**config.mk**
```make
export PLATFORM = sky130hd
export DESIGN_NAME = load_store_unit_flat
export DESIGN_NICKNAME = d
export VERILOG_FILES = /design/src/rtl/lsu_pkg.sv /design/src/rtl/lsu_if.sv /design/src/rtl/lsu_lane.sv /design/src/rtl/load_store_unit.sv /design/src/flat_wrapper.sv
export SDC_FILE = /design/constraint.sdc
export NUM_CORES = 1
export LEC_CHECK = 0
export CORE_MARGIN = 1
export CORE_UTILIZATION = 49
export CTS_CLUSTER_DIAMETER = 60
export DETAILED_ROUTE_END_ITERATION = 12
export GPL_TIMING_DRIVEN = 1
export MAX_ROUTING_LAYER = met4
export PLACE_DENSITY = 0.87
export SLEW_MARGIN = 20
export SYNTH_ARGS = -nofsm -noshare
export SYNTH_HDL_FRONTEND = slang
export SYNTH_SLANG_ARGS = --single-unit
```
**constraint.sdc**
```tcl
create_clock -name clk -period 6.4 [get_ports clk]
set_clock_uncertainty 0.05 [all_clocks]
set_input_delay 1.28 -clock clk [delete_from_list [all_inputs] [get_ports clk]]
set_output_delay 1.28 -clock clk [all_outputs]
set_load 0.1 [all_outputs]
```
**src/rtl/lsu_pkg.sv**
```systemverilog
`default_nettype none
// lsu_pkg: shared FSM state type, fault cause codes and funct3 size constants
// for the load/store unit.
package lsu_pkg;

  typedef enum logic [1:0] {
    IDLE = 2'd0,
    BUS  = 2'd1,
    RESP = 2'd2
  } lsu_state_e;

  localparam logic [2:0] CAUSE_NONE        = 3'd0;
  localparam logic [2:0] CAUSE_MISALIGN_LD = 3'd1;
  localparam logic [2:0] CAUSE_MISALIGN_ST = 3'd2;
  localparam logic [2:0] CAUSE_TIMEOUT     = 3'd3;
  localparam logic [2:0] CAUSE_ILLEGAL     = 3'd4;

  localparam logic [1:0] SIZE_B = 2'd0;
  localparam logic [1:0] SIZE_H = 2'd1;
  localparam logic [1:0] SIZE_W = 2'd2;
  localparam logic [1:0] SIZE_D = 2'd3;

  // funct3[2] selects zero-extension on loads; stores never set it.
  function automatic logic f3_legal(input logic [2:0] f3, input logic is_store,
                                    input int data_w);
    logic ok;
    if (is_store) begin
      ok = !f3[2] && ((f3[1:0] != SIZE_D) || (data_w == 64));
    end else begin
      case (f3)
        3'd0, 3'd1, 3'd2, 3'd4, 3'd5: ok = 1'b1;
        3'd3, 3'd6:                   ok = (data_w == 64);
        default:                      ok = 1'b0;
      endcase
    end
    return ok;
  endfunction

endpackage
`default_nettype wire

```
**src/rtl/lsu_if.sv**
```systemverilog
`default_nettype none
// lsu_if: request/response handshake, pipeline controls and memory bus of the
// load/store unit. The unit connects through the slave modport.
interface lsu_if #(
  parameter int DATA_W = 32,
  parameter int ADDR_W = 32
);
  logic                hlt;
  logic                flush;
  logic                req_valid;
  logic                req_ready;
  logic                req_store;
  logic [2:0]          funct3;
  logic [ADDR_W-1:0]   base;
  logic [31:0]         offset;
  logic [DATA_W-1:0]   wdata;
  logic                rsp_valid;
  logic [DATA_W-1:0]   rsp_data;
  logic                rsp_fault;
  logic [2:0]          rsp_cause;
  logic                mem_valid;
  logic [ADDR_W-1:0]   mem_addr;
  logic [DATA_W-1:0]   mem_wdata;
  logic [DATA_W/8-1:0] mem_wstrb;
  logic                mem_ready;
  logic [DATA_W-1:0]   mem_rdata;

  modport slave (
    input  hlt, flush, req_valid, req_store, funct3, base, offset, wdata,
           mem_ready, mem_rdata,
    output req_ready, rsp_valid, rsp_data, rsp_fault, rsp_cause,
           mem_valid, mem_addr, mem_wdata, mem_wstrb
  );

  modport master (
    output hlt, flush, req_valid, req_store, funct3, base, offset, wdata,
           mem_ready, mem_rdata,
    input  req_ready, rsp_valid, rsp_data, rsp_fault, rsp_cause,
           mem_valid, mem_addr, mem_wdata, mem_wstrb
  );
endinterface
`default_nettype wire

```
**src/rtl/lsu_lane.sv**
```systemverilog
`default_nettype none
// lsu_lane: combinational byte-lane steering -- store replication and strobes,
// load extraction with zero/sign extension.
module lsu_lane
  import lsu_pkg::*;
#(
  parameter  int DATA_W = 32,
  localparam int NB     = DATA_W / 8,
  localparam int OFF_W  = $clog2(NB)
) (
  input  logic [1:0]        st_size,
  input  logic [OFF_W-1:0]  st_off,
  input  logic [DATA_W-1:0] st_wdata_in,
  output logic [DATA_W-1:0] st_wdata,
  output logic [NB-1:0]     st_wstrb,
  input  logic [1:0]        ld_size,
  input  logic              ld_uns,
  input  logic [OFF_W-1:0]  ld_off,
  input  logic [DATA_W-1:0] ld_rdata,
  output logic [DATA_W-1:0] ld_data
);

  logic [NB-1:0]     st_mask;
  logic [DATA_W-1:0] ld_shift;
  logic [DATA_W-1:0] ld_keep;
  logic              ld_sign;

  always_comb begin
    st_wdata = st_wdata_in;
    st_mask  = '1;
    case (st_size)
      SIZE_B: begin
        st_wdata = {NB{st_wdata_in[7:0]}};
        st_mask  = NB'(1);
      end
      SIZE_H: begin
        st_wdata = {(NB/2){st_wdata_in[15:0]}};
        st_mask  = NB'(3);
      end
      SIZE_W: begin
        st_wdata = {(NB/4){st_wdata_in[31:0]}};
        st_mask  = NB'(15);
      end
      default: ;
    endcase
    st_wstrb = st_mask << st_off;
  end

  always_comb begin
    ld_shift = ld_rdata >> {ld_off, 3'b000};
    ld_keep  = '1;
    ld_sign  = 1'b0;
    case (ld_size)
      SIZE_B: begin ld_keep = DATA_W'(8'hFF);         ld_sign = ld_shift[7];  end
      SIZE_H: begin ld_keep = DATA_W'(16'hFFFF);      ld_sign = ld_shift[15]; end
      SIZE_W: begin ld_keep = DATA_W'(32'hFFFF_FFFF); ld_sign = ld_shift[31]; end
      default: ;
    endcase
    ld_data = (ld_shift & ld_keep) | ({DATA_W{ld_sign & ~ld_uns}} & ~ld_keep);
  end

endmodule
`default_nettype wire

```
**src/rtl/load_store_unit.sv**
```systemverilog
`default_nettype none
// load_store_unit: single-outstanding RISC-V load/store engine (IDLE/BUS/RESP).
// Define LSU_TIMEOUT_EN to fault a bus access that waits TIMEOUT cycles.
module load_store_unit
  import lsu_pkg::*;
#(
  parameter int DATA_W  = 32,
  parameter int ADDR_W  = 32,
  parameter int TIMEOUT = 255
) (
  input logic  clk,
  input logic  rst,
  lsu_if.slave bus
);

  localparam int NB    = DATA_W / 8;
  localparam int OFF_W = $clog2(NB);

  lsu_state_e        state_q, state_d;
  logic              st_q, st_d;
  logic [1:0]        size_q, size_d;
  logic              uns_q, uns_d;
  logic [OFF_W-1:0]  off_q, off_d;
  logic              flushed_q, flushed_d;
  logic              mem_valid_q, mem_valid_d;
  logic [ADDR_W-1:0] mem_addr_q, mem_addr_d;
  logic [DATA_W-1:0] mem_wdata_q, mem_wdata_d;
  logic [NB-1:0]     mem_wstrb_q, mem_wstrb_d;
  logic              rsp_valid_q, rsp_valid_d;
  logic              rsp_fault_q, rsp_fault_d;
  logic [2:0]        rsp_cause_q, rsp_cause_d;
  logic [DATA_W-1:0] rsp_data_q, rsp_data_d;

  logic [ADDR_W-1:0] ea;
  logic              accept;
  logic              legal;
  logic [2:0]        align_mask;
  logic              misaligned;
  logic [DATA_W-1:0] lane_wdata;
  logic [NB-1:0]     lane_wstrb;
  logic [DATA_W-1:0] lane_ld;

`ifdef LSU_TIMEOUT_EN
  localparam int              CNT_W   = (TIMEOUT < 2) ? 1 : $clog2(TIMEOUT + 1);
  localparam logic [CNT_W-1:0] CNT_LAST = CNT_W'(TIMEOUT - 1);
  logic [CNT_W-1:0] cnt_q, cnt_d;
`endif

  assign ea         = bus.base + ADDR_W'($signed(bus.offset));
  assign accept     = bus.req_valid && (state_q == IDLE) && !bus.hlt && !bus.flush;
  assign legal      = f3_legal(bus.funct3, bus.req_store, DATA_W);
  assign misaligned = |(ea[2:0] & align_mask);

  always_comb begin
    case (bus.funct3[1:0])
      SIZE_B:  align_mask = 3'b000;
      SIZE_H:  align_mask = 3'b001;
      SIZE_W:  align_mask = 3'b011;
      default: align_mask = 3'b111;
    endcase
  end

  lsu_lane #(.DATA_W(DATA_W)) u_lane (
    .st_size     (bus.funct3[1:0]),
    .st_off      (ea[OFF_W-1:0]),
    .st_wdata_in (bus.wdata),
    .st_wdata    (lane_wdata),
    .st_wstrb    (lane_wstrb),
    .ld_size     (size_q),
    .ld_uns      (uns_q),
    .ld_off      (off_q),
    .ld_rdata    (bus.mem_rdata),
    .ld_data     (lane_ld)
  );

  always_comb begin
    state_d     = state_q;
    st_d        = st_q;
    size_d      = size_q;
    uns_d       = uns_q;
    off_d       = off_q;
    flushed_d   = flushed_q;
    mem_valid_d = mem_valid_q;
    mem_addr_d  = mem_addr_q;
    mem_wdata_d = mem_wdata_q;
    mem_wstrb_d = mem_wstrb_q;
    rsp_valid_d = rsp_valid_q;
    rsp_fault_d = rsp_fault_q;
    rsp_cause_d = rsp_cause_q;
    rsp_data_d  = rsp_data_q;
`ifdef LSU_TIMEOUT_EN
    cnt_d       = cnt_q;
`endif
    case (state_q)
      IDLE: begin
        if (accept) begin
          st_d      = bus.req_store;
          size_d    = bus.funct3[1:0];
          uns_d     = bus.funct3[2];
          off_d     = ea[OFF_W-1:0];
          flushed_d = 1'b0;
          if (!legal || misaligned) begin
            state_d     = RESP;
            rsp_valid_d = 1'b1;
            rsp_fault_d = 1'b1;
            rsp_data_d  = '0;
            rsp_cause_d = !legal       ? CAUSE_ILLEGAL :
                          bus.req_store ? CAUSE_MISALIGN_ST : CAUSE_MISALIGN_LD;
          end else begin
            state_d     = BUS;
            mem_valid_d = 1'b1;
            mem_addr_d  = {ea[ADDR_W-1:OFF_W], {OFF_W{1'b0}}};
            mem_wdata_d = lane_wdata;
            mem_wstrb_d = bus.req_store ? lane_wstrb : '0;
`ifdef LSU_TIMEOUT_EN
            cnt_d       = '0;
`endif
          end
        end
      end
      BUS: begin
        // A flush only marks the access; the bus cycle always runs to completion.
        if (bus.flush) flushed_d = 1'b1;
        if (bus.mem_ready) begin
          mem_valid_d = 1'b0;
          mem_wstrb_d = '0;
          if (flushed_q || bus.flush) begin
            state_d = IDLE;
          end else begin
            state_d     = RESP;
            rsp_valid_d = 1'b1;
            rsp_fault_d = 1'b0;
            rsp_cause_d = CAUSE_NONE;
            rsp_data_d  = st_q ? '0 : lane_ld;
          end
        end
`ifdef LSU_TIMEOUT_EN
        else if (cnt_q == CNT_LAST) begin
          mem_valid_d = 1'b0;
          mem_wstrb_d = '0;
          if (flushed_q || bus.flush) begin
            state_d = IDLE;
          end else begin
            state_d     = RESP;
            rsp_valid_d = 1'b1;
            rsp_fault_d = 1'b1;
            rsp_cause_d = CAUSE_TIMEOUT;
            rsp_data_d  = '0;
          end
        end else begin
          cnt_d = cnt_q + 1'b1;
        end
`endif
      end
      RESP: begin
        if (bus.flush || !bus.hlt) begin
          state_d     = IDLE;
          rsp_valid_d = 1'b0;
          rsp_fault_d = 1'b0;
          rsp_cause_d = CAUSE_NONE;
          rsp_data_d  = '0;
        end
      end
      default: state_d = IDLE;
    endcase
  end

  always_ff @(posedge clk) begin
    if (!rst) begin
      state_q     <= IDLE;
      st_q        <= 1'b0;
      size_q      <= SIZE_B;
      uns_q       <= 1'b0;
      off_q       <= '0;
      flushed_q   <= 1'b0;
      mem_valid_q <= 1'b0;
      mem_addr_q  <= '0;
      mem_wdata_q <= '0;
      mem_wstrb_q <= '0;
      rsp_valid_q <= 1'b0;
      rsp_fault_q <= 1'b0;
      rsp_cause_q <= CAUSE_NONE;
      rsp_data_q  <= '0;
    end else begin
      state_q     <= state_d;
      st_q        <= st_d;
      size_q      <= size_d;
      uns_q       <= uns_d;
      off_q       <= off_d;
      flushed_q   <= flushed_d;
      mem_valid_q <= mem_valid_d;
      mem_addr_q  <= mem_addr_d;
      mem_wdata_q <= mem_wdata_d;
      mem_wstrb_q <= mem_wstrb_d;
      rsp_valid_q <= rsp_valid_d;
      rsp_fault_q <= rsp_fault_d;
      rsp_cause_q <= rsp_cause_d;
      rsp_data_q  <= rsp_data_d;
    end
  end

`ifdef LSU_TIMEOUT_EN
  always_ff @(posedge clk) begin
    if (!rst) cnt_q <= '0;
    else      cnt_q <= cnt_d;
  end
`endif

  assign bus.req_ready = (state_q == IDLE);
  assign bus.mem_valid = mem_valid_q;
  assign bus.mem_addr  = mem_addr_q;
  assign bus.mem_wdata = mem_wdata_q;
  assign bus.mem_wstrb = mem_wstrb_q;
  assign bus.rsp_valid = rsp_valid_q;
  assign bus.rsp_fault = rsp_fault_q;
  assign bus.rsp_cause = rsp_cause_q;
  assign bus.rsp_data  = rsp_data_q;

endmodule
`default_nettype wire
```
**src/flat_wrapper.sv**
```systemverilog
// flat-port wrapper written by rule: the top's interface ports become plain ports
module load_store_unit_flat import lsu_pkg::*;
#(
  parameter int DATA_W  = 32,
  parameter int ADDR_W  = 32,
  parameter int TIMEOUT = 255
)
  (clk, rst, bus_hlt, bus_flush, bus_req_valid, bus_req_store, bus_funct3, bus_base, bus_offset, bus_wdata, bus_mem_ready, bus_mem_rdata, bus_req_ready, bus_rsp_valid, bus_rsp_data, bus_rsp_fault, bus_rsp_cause, bus_mem_valid, bus_mem_addr, bus_mem_wdata, bus_mem_wstrb);
  lsu_if #(.DATA_W(DATA_W), .ADDR_W(ADDR_W)) bus_i ();
  input logic clk;
  input logic rst;
  input wire logic [$bits(bus_i.hlt)-1:0] bus_hlt;
  input wire logic [$bits(bus_i.flush)-1:0] bus_flush;
  input wire logic [$bits(bus_i.req_valid)-1:0] bus_req_valid;
  input wire logic [$bits(bus_i.req_store)-1:0] bus_req_store;
  input wire logic [$bits(bus_i.funct3)-1:0] bus_funct3;
  input wire logic [$bits(bus_i.base)-1:0] bus_base;
  input wire logic [$bits(bus_i.offset)-1:0] bus_offset;
  input wire logic [$bits(bus_i.wdata)-1:0] bus_wdata;
  input wire logic [$bits(bus_i.mem_ready)-1:0] bus_mem_ready;
  input wire logic [$bits(bus_i.mem_rdata)-1:0] bus_mem_rdata;
  output wire logic [$bits(bus_i.req_ready)-1:0] bus_req_ready;
  output wire logic [$bits(bus_i.rsp_valid)-1:0] bus_rsp_valid;
  output wire logic [$bits(bus_i.rsp_data)-1:0] bus_rsp_data;
  output wire logic [$bits(bus_i.rsp_fault)-1:0] bus_rsp_fault;
  output wire logic [$bits(bus_i.rsp_cause)-1:0] bus_rsp_cause;
  output wire logic [$bits(bus_i.mem_valid)-1:0] bus_mem_valid;
  output wire logic [$bits(bus_i.mem_addr)-1:0] bus_mem_addr;
  output wire logic [$bits(bus_i.mem_wdata)-1:0] bus_mem_wdata;
  output wire logic [$bits(bus_i.mem_wstrb)-1:0] bus_mem_wstrb;
  assign bus_i.hlt = bus_hlt;
  assign bus_i.flush = bus_flush;
  assign bus_i.req_valid = bus_req_valid;
  assign bus_i.req_store = bus_req_store;
  assign bus_i.funct3 = bus_funct3;
  assign bus_i.base = bus_base;
  assign bus_i.offset = bus_offset;
  assign bus_i.wdata = bus_wdata;
  assign bus_i.mem_ready = bus_mem_ready;
  assign bus_i.mem_rdata = bus_mem_rdata;
  assign bus_req_ready = bus_i.req_ready;
  assign bus_rsp_valid = bus_i.rsp_valid;
  assign bus_rsp_data = bus_i.rsp_data;
  assign bus_rsp_fault = bus_i.rsp_fault;
  assign bus_rsp_cause = bus_i.rsp_cause;
  assign bus_mem_valid = bus_i.mem_valid;
  assign bus_mem_addr = bus_i.mem_addr;
  assign bus_mem_wdata = bus_i.mem_wdata;
  assign bus_mem_wstrb = bus_i.mem_wstrb;
  load_store_unit #(.DATA_W(DATA_W), .ADDR_W(ADDR_W), .TIMEOUT(TIMEOUT)) u_core (.clk(clk), .rst(rst), .bus(bus_i));
endmodule
```
### After elaboration in Yosys (flattened, before gate mapping)

Index checks and enable logic that the tools add are counted.

* add/sub/neg operators: 1
* equality and inequality tests: 18
* shift operators: 2
* multiplexer cells: 49
* bitwise gates (word level): 8
* reduce and logical (&&, ||, !) cells: 25

Operators with widths (number)
* $mux W32: 6
* $pmux W32 S2: 2
* $pmux W32 S3: 1
* $and A32 B32 Y32: 2
* $add A32 B32 Y32: 1
* $not A32 Y32: 1
* $or A32 B32 Y32: 1
* $shr A32 B5 Y32: 1
* $mux W3: 6
* $pmux W3 S3: 2
* $mux W4: 4
* $pmux W4 S2: 2
* $mux W1: 14
* $mux W2: 6
* $ne A2 B2 Y1 const B: 5
* $pmux W1 S3: 3
* $reduce_and A3 Y1: 3
* $eq A2 B1 Y1 const B: 3
* $eq A2 B2 Y1 const B: 3
* $eq A3 B3 Y1 const B: 2
* $logic_not A2 Y1: 3
* $ne A2 B1 Y1 const B: 3
* $pmux W2 S3: 1
* $reduce_and A6 Y1: 1
* 17 further kinds: 27

* flip-flop bits (word level): 113
* bits of input ports: 138
* output and inout port bits: 107
* word-level logic and storage cells: 117

### Logic depth before layout (Yosys ltp)

* word-level depth: 9
* mapped depth: 13
* mapped depth without buffers: 11

### Hierarchy

A second synthesis with hierarchy kept.

* cell total of the unflattened synthesis: 945
* area total of the unflattened synthesis: 7210.7 um^2

Modules (own cells, without submodules)
* load_store_unit: times used 1, cells an instance 779, area an instance 6010.8 um^2
* lsu_lane: times used 1, cells an instance 166, area an instance 1199.9 um^2

### Worst setup path before layout

No wires, ideal clock.

* kind: in2reg
* from: input port bus_offset[0]
* to: register u_core.rsp_data_q[22], in the netlist u_core.bus.rsp_data[22]
* library setup time: 68 ps
* arrival time: 3660 ps
* slack: 2622 ps
* cell stages on the path: 13
* path buffers: 2
* cells stage by stage: ha_1 > inv_1 > fa_1 > nand2b_1 > nor3_1 > a21oi_2 > a21boi_2 > or4b_4 > buf_6 > nor3_4 > buf_6 > a22oi_1 > nor2_1

* cells in the longest elaborated chain, start to end: 6

Ends and longest elaborated chain
* start, declared: line flat_wrapper.sv:18 `input wire logic [$bits(bus_i.offset)-1:0] bus_offset;`
* $add A32 B32 Y32: line load_store_unit.sv:49 `assign ea = bus.base + ADDR_W'($signed(bus.offset));`
* $and A3 B3 Y3: line load_store_unit.sv:52 `assign misaligned = |(ea[2:0] & align_mask);`
* $reduce_or A3 Y1: line load_store_unit.sv:52
* $logic_or A1 B1 Y1: line load_store_unit.sv:102 `if (!legal || misaligned) begin`
* $ne A2 B1 Y1 (no line)
* $reduce_and A6 Y1 (no line)
* end signal, assigned: line load_store_unit.sv:198 `rsp_data_q <= rsp_data_d;`
* end, declared: line load_store_unit.sv:32 `logic [DATA_W-1:0] rsp_data_q, rsp_data_d;`

Every way passes these cells.
A chain may end at the register's enable or synchronous reset.

### Final worst setup path

* from: input port bus_base[0]
* to: register u_core.rsp_data_q[30], in the netlist u_core.bus.rsp_data[30]

* cells in the longest elaborated chain, start to end: 6

Ends and longest elaborated chain
* start, declared: line flat_wrapper.sv:17 `input wire logic [$bits(bus_i.base)-1:0] bus_base;`
* $add A32 B32 Y32: line load_store_unit.sv:49
* $and A3 B3 Y3: line load_store_unit.sv:52
* $reduce_or A3 Y1: line load_store_unit.sv:52
* $logic_or A1 B1 Y1: line load_store_unit.sv:102
* $ne A2 B1 Y1 (no line)
* $reduce_and A6 Y1 (no line)

Every way passes these cells.

==> impl_metrics.py <==
metrics = {
    "setup_path": {
        "crit_chain": "clkdlybuf4s50_1 > ha_1 > inv_1 > fa_1 > nand2b_1 > nor3_1 > a21oi_2 > a21boi_2 > or4b_4 > nor3_4 > a22oi_1 > nor2_1",
        "end_kind": "register",
        "cpLargestDelayFamily": "simple AND/OR/NAND/NOR gates",
        "worst_path_largest_cell_delay_ns": 0.81,
        "crit_buf_inv": 2,
        "cp_max_fo": 53,
        "cp.required_ns": 6.69,
        "cp-startpoint": "bus_base[0]",
        "cp-start-kind": "input port",
        "crit_type": "input port to register",
        "r2r_start": "u_core.state_q[0]",
        "critical_path_arrival_ns": 4.96,
        "crit_slowest_cell": "or4b_4",
    },
    "synth": {
        "synth_top_area_share_pct": 33.9,
        "ys_seq_area_share_pct": 33.9,
        "synth_edf_count": 0,
        "ys_ff_latch": 113,
        "postSynth.asyncResetShare_pct": 0,
        "syn_inst": 864,
        "ys_types": 59,
        "ys_top_cells_by_area": "dfxtp_1, nand2_1, a21oi_1",
        "yosys_warnings": 0,
        "synth_area_sq_um": 6670,
        "syn_area_per_cell_sq_um": 7.72,
        "synth-main-ff-cell": "dfxtp_1",
        "synth_top_area_cell": "dfxtp_1",
    },
    "final_layout": {
        "layout_commonest_cell": "clkdlybuf4s50_1",
        "drive_above_1_share_pct": 4.62,
        "final_cell_mix": "clkdlybuf4s50_1, nand2_1, dfxtp_1",
        "final_area_sq_um": 9690,
        "area_growth_syn_to_layout_pct": 45.3,
        "n_fill_cell": 1035,
        "post-route-util_pct": 73.2,
        "fin_cells": 1259,
        "layout.nets": 1244,
        "antenna_cells_inserted": 0,
    },
    "die": {
        "io_pins": 245,
        "dieArea_sq_um": 14100,
        "fp.dieH_microns": 119,
        "start_util_pct": 50.4,
        "core_sq_um": 13200,
        "die_w_microns": 119,
        "row_count": 42,
    },
    "sta": {
        "setup_violations": 0,
        "max_slew_margin_pct": 26.9,
        "final.min_clock_period_ns": 4.67,
        "finalHoldViolCount": 0,
        "finalCritPeriodShare_pct": 72.9,
        "slew_viol_final": 0,
        "rsz0062_at_grt": "false",
        "tns_ns": 0,
        "holdWs_ns": 0.401,
        "final.setup.worst_slack_ns": 1.73,
        "tightest_slew_ns": 1.09,
        "fmax_mhz": 214,
    },
    "clock_network": {
        "postCtsSetupRepairBufs": 0,
        "cts_sinks": 113,
        "cts-resized-gates": 0,
        "max-clock-path-buffers": 2,
        "cts-root-buf": "clkbuf_16",
        "cts_tree": "done",
        "htree_levels": 4,
        "cts_hold_buf": 0,
        "clk_pin_slew_worst_paths_ns": 0.06,
        "clk_latency_ns": 0.41,
        "cts-buffers-inserted": 17,
    },
    "grt": {
        "grt-ovfl-total": 0,
        "grt_pass1_vias": 6918,
        "grt_pass1_wl_microns": 34200,
        "grt_util_all_layers_pct": 31.2,
        "grt_max_degree": 98,
        "antenna_found_initial": 0,
    },
    "run": {
        "cap_violations": 0,
    },
    "placed_design": {
        "hpwlAfterDp_microns": 15200,
        "dpl_cell_area_sq_um": 9100,
        "place_ws_ns": 1.36,
        "dp.cells": 1227,
        "gpl.final_weighted_congestion": 0.921,
        "io_buffers": 242,
    },
    "routing": {
        "drt_iter0_markers": 719,
        "viasPerCell": 5.81,
        "drc_errors": 0,
        "routed_wl_microns": 21500,
        "routedWlPerCell_microns": 17.1,
        "dr.pass1.iters": 6,
        "vias": 7311,
        "ant_nets": 0,
    },
    "run_status": {
        "outcome": "finished clean",
    },
    "power": {
        "power_density_nw_per_um2": 239,
        "p_leak_nw": 3.50,
        "finalPower_mw": 2.31,
        "vdd_drop_max_uv": 203,
    },
    "worst_hold_path": {
        "worstHoldStart": "u_core.st_q",
        "hold_path_class": "register to register",
    },
}
-- kinds of logic (layout without fill, tap and decap cells) --
family | Yosys count | after routing | share of synthesized area (%)
XOR/XNOR | 23 | 23 | 3.02
AO/OA/AOI/OAI | 270 | 270 | 25.0
buffers and inverters | 74 | 292 | 4.75
AND/OR/NAND/NOR | 312 | 312 | 21.1
multiplexers | 35 | 35 | 5.25
flip-flops | 113 | 113 | 33.9
other | 1 | 2 | 0.0562
adder cells (fa/ha/maj) | 36 | 36 | 6.87
-- flip-flops by register name, summed over array words and instances, names as in the netlist --
name / flops
u_core.uns_q: 1
u_core.bus.mem_wdata: 32
u_core.flushed_q: 1
u_core.st_q: 1
u_core.bus.mem_addr: 30
u_core.bus.rsp_fault: 1
u_core.bus.mem_wstrb: 4
u_core.size_q: 2
u_core.off_q: 2
u_core.bus.rsp_cause: 3
u_core.bus.mem_valid: 1
u_core.state_q: 2
u_core.bus.rsp_data: 32
u_core.bus.rsp_valid: 1
-- cells in the mapped netlist, types with 7 or more instances --
master	count
a22oi_1	26
o211ai_1	10
mux2i_1	35
a211oi_1	19
clkbuf_1	48
nand2_1	146
a311oi_1	8
xnor2_1	17
dfxtp_1	113
nor2_1	83
o21ai_0	60
inv_1	11
ha_1	35
nand2b_1	8
a21oi_1	104
nand4_1	7
nand3_1	20
nor2b_1	11
-- final timing paths --
kind | cells past startpoint | end | slack (ns)
hold reg to reg | 2 | u_core.st_q | 0.40
setup / recovery | 12 | u_core.bus.rsp_data[30] | 1.73
hold / removal | 2 | u_core.st_q | 0.40
setup reg to reg | 8 | u_core.bus.rsp_data[30] | 3.17
-- routing by layer --
metal | vias up | global-route usage [%] | wire, microns
li1 | 3516 | - | -
met4 | 0 | 11.7 | 520
met5 | - | - | 0
met2 | 378 | 50.5 | 10100
met1 | 3369 | 36.7 | 8850
met3 | 48 | 8.69 | 2010
-- tightest hold or removal path, cell delays in order, from the launching register on --
cell     delay (ns)
dfxtp_1        0.30
nand2_1        0.05
a21oi_1        0.05
-- layout make-up --
class,instances,area [sq um],area share (%)
repair buffers,249,2470,25.5
inverters,11,42.5,0.439
flip-flops and latches,113,2260,23.3
clock buffers,19,443,4.57
well taps,176,220,2.27
clock inverters,13,138,1.42
multi-input cells,678,4110,42.4
-- report_power, final --
group	internal, mW	total (mW)	switching [mW]
clock network	0.582	0.926	0.345
registers	0.726	0.741	0.0152
logic	0.230	0.644	0.414
total	1.54	2.31	0.774
Note: power is estimated with default switching activity, not from simulation.
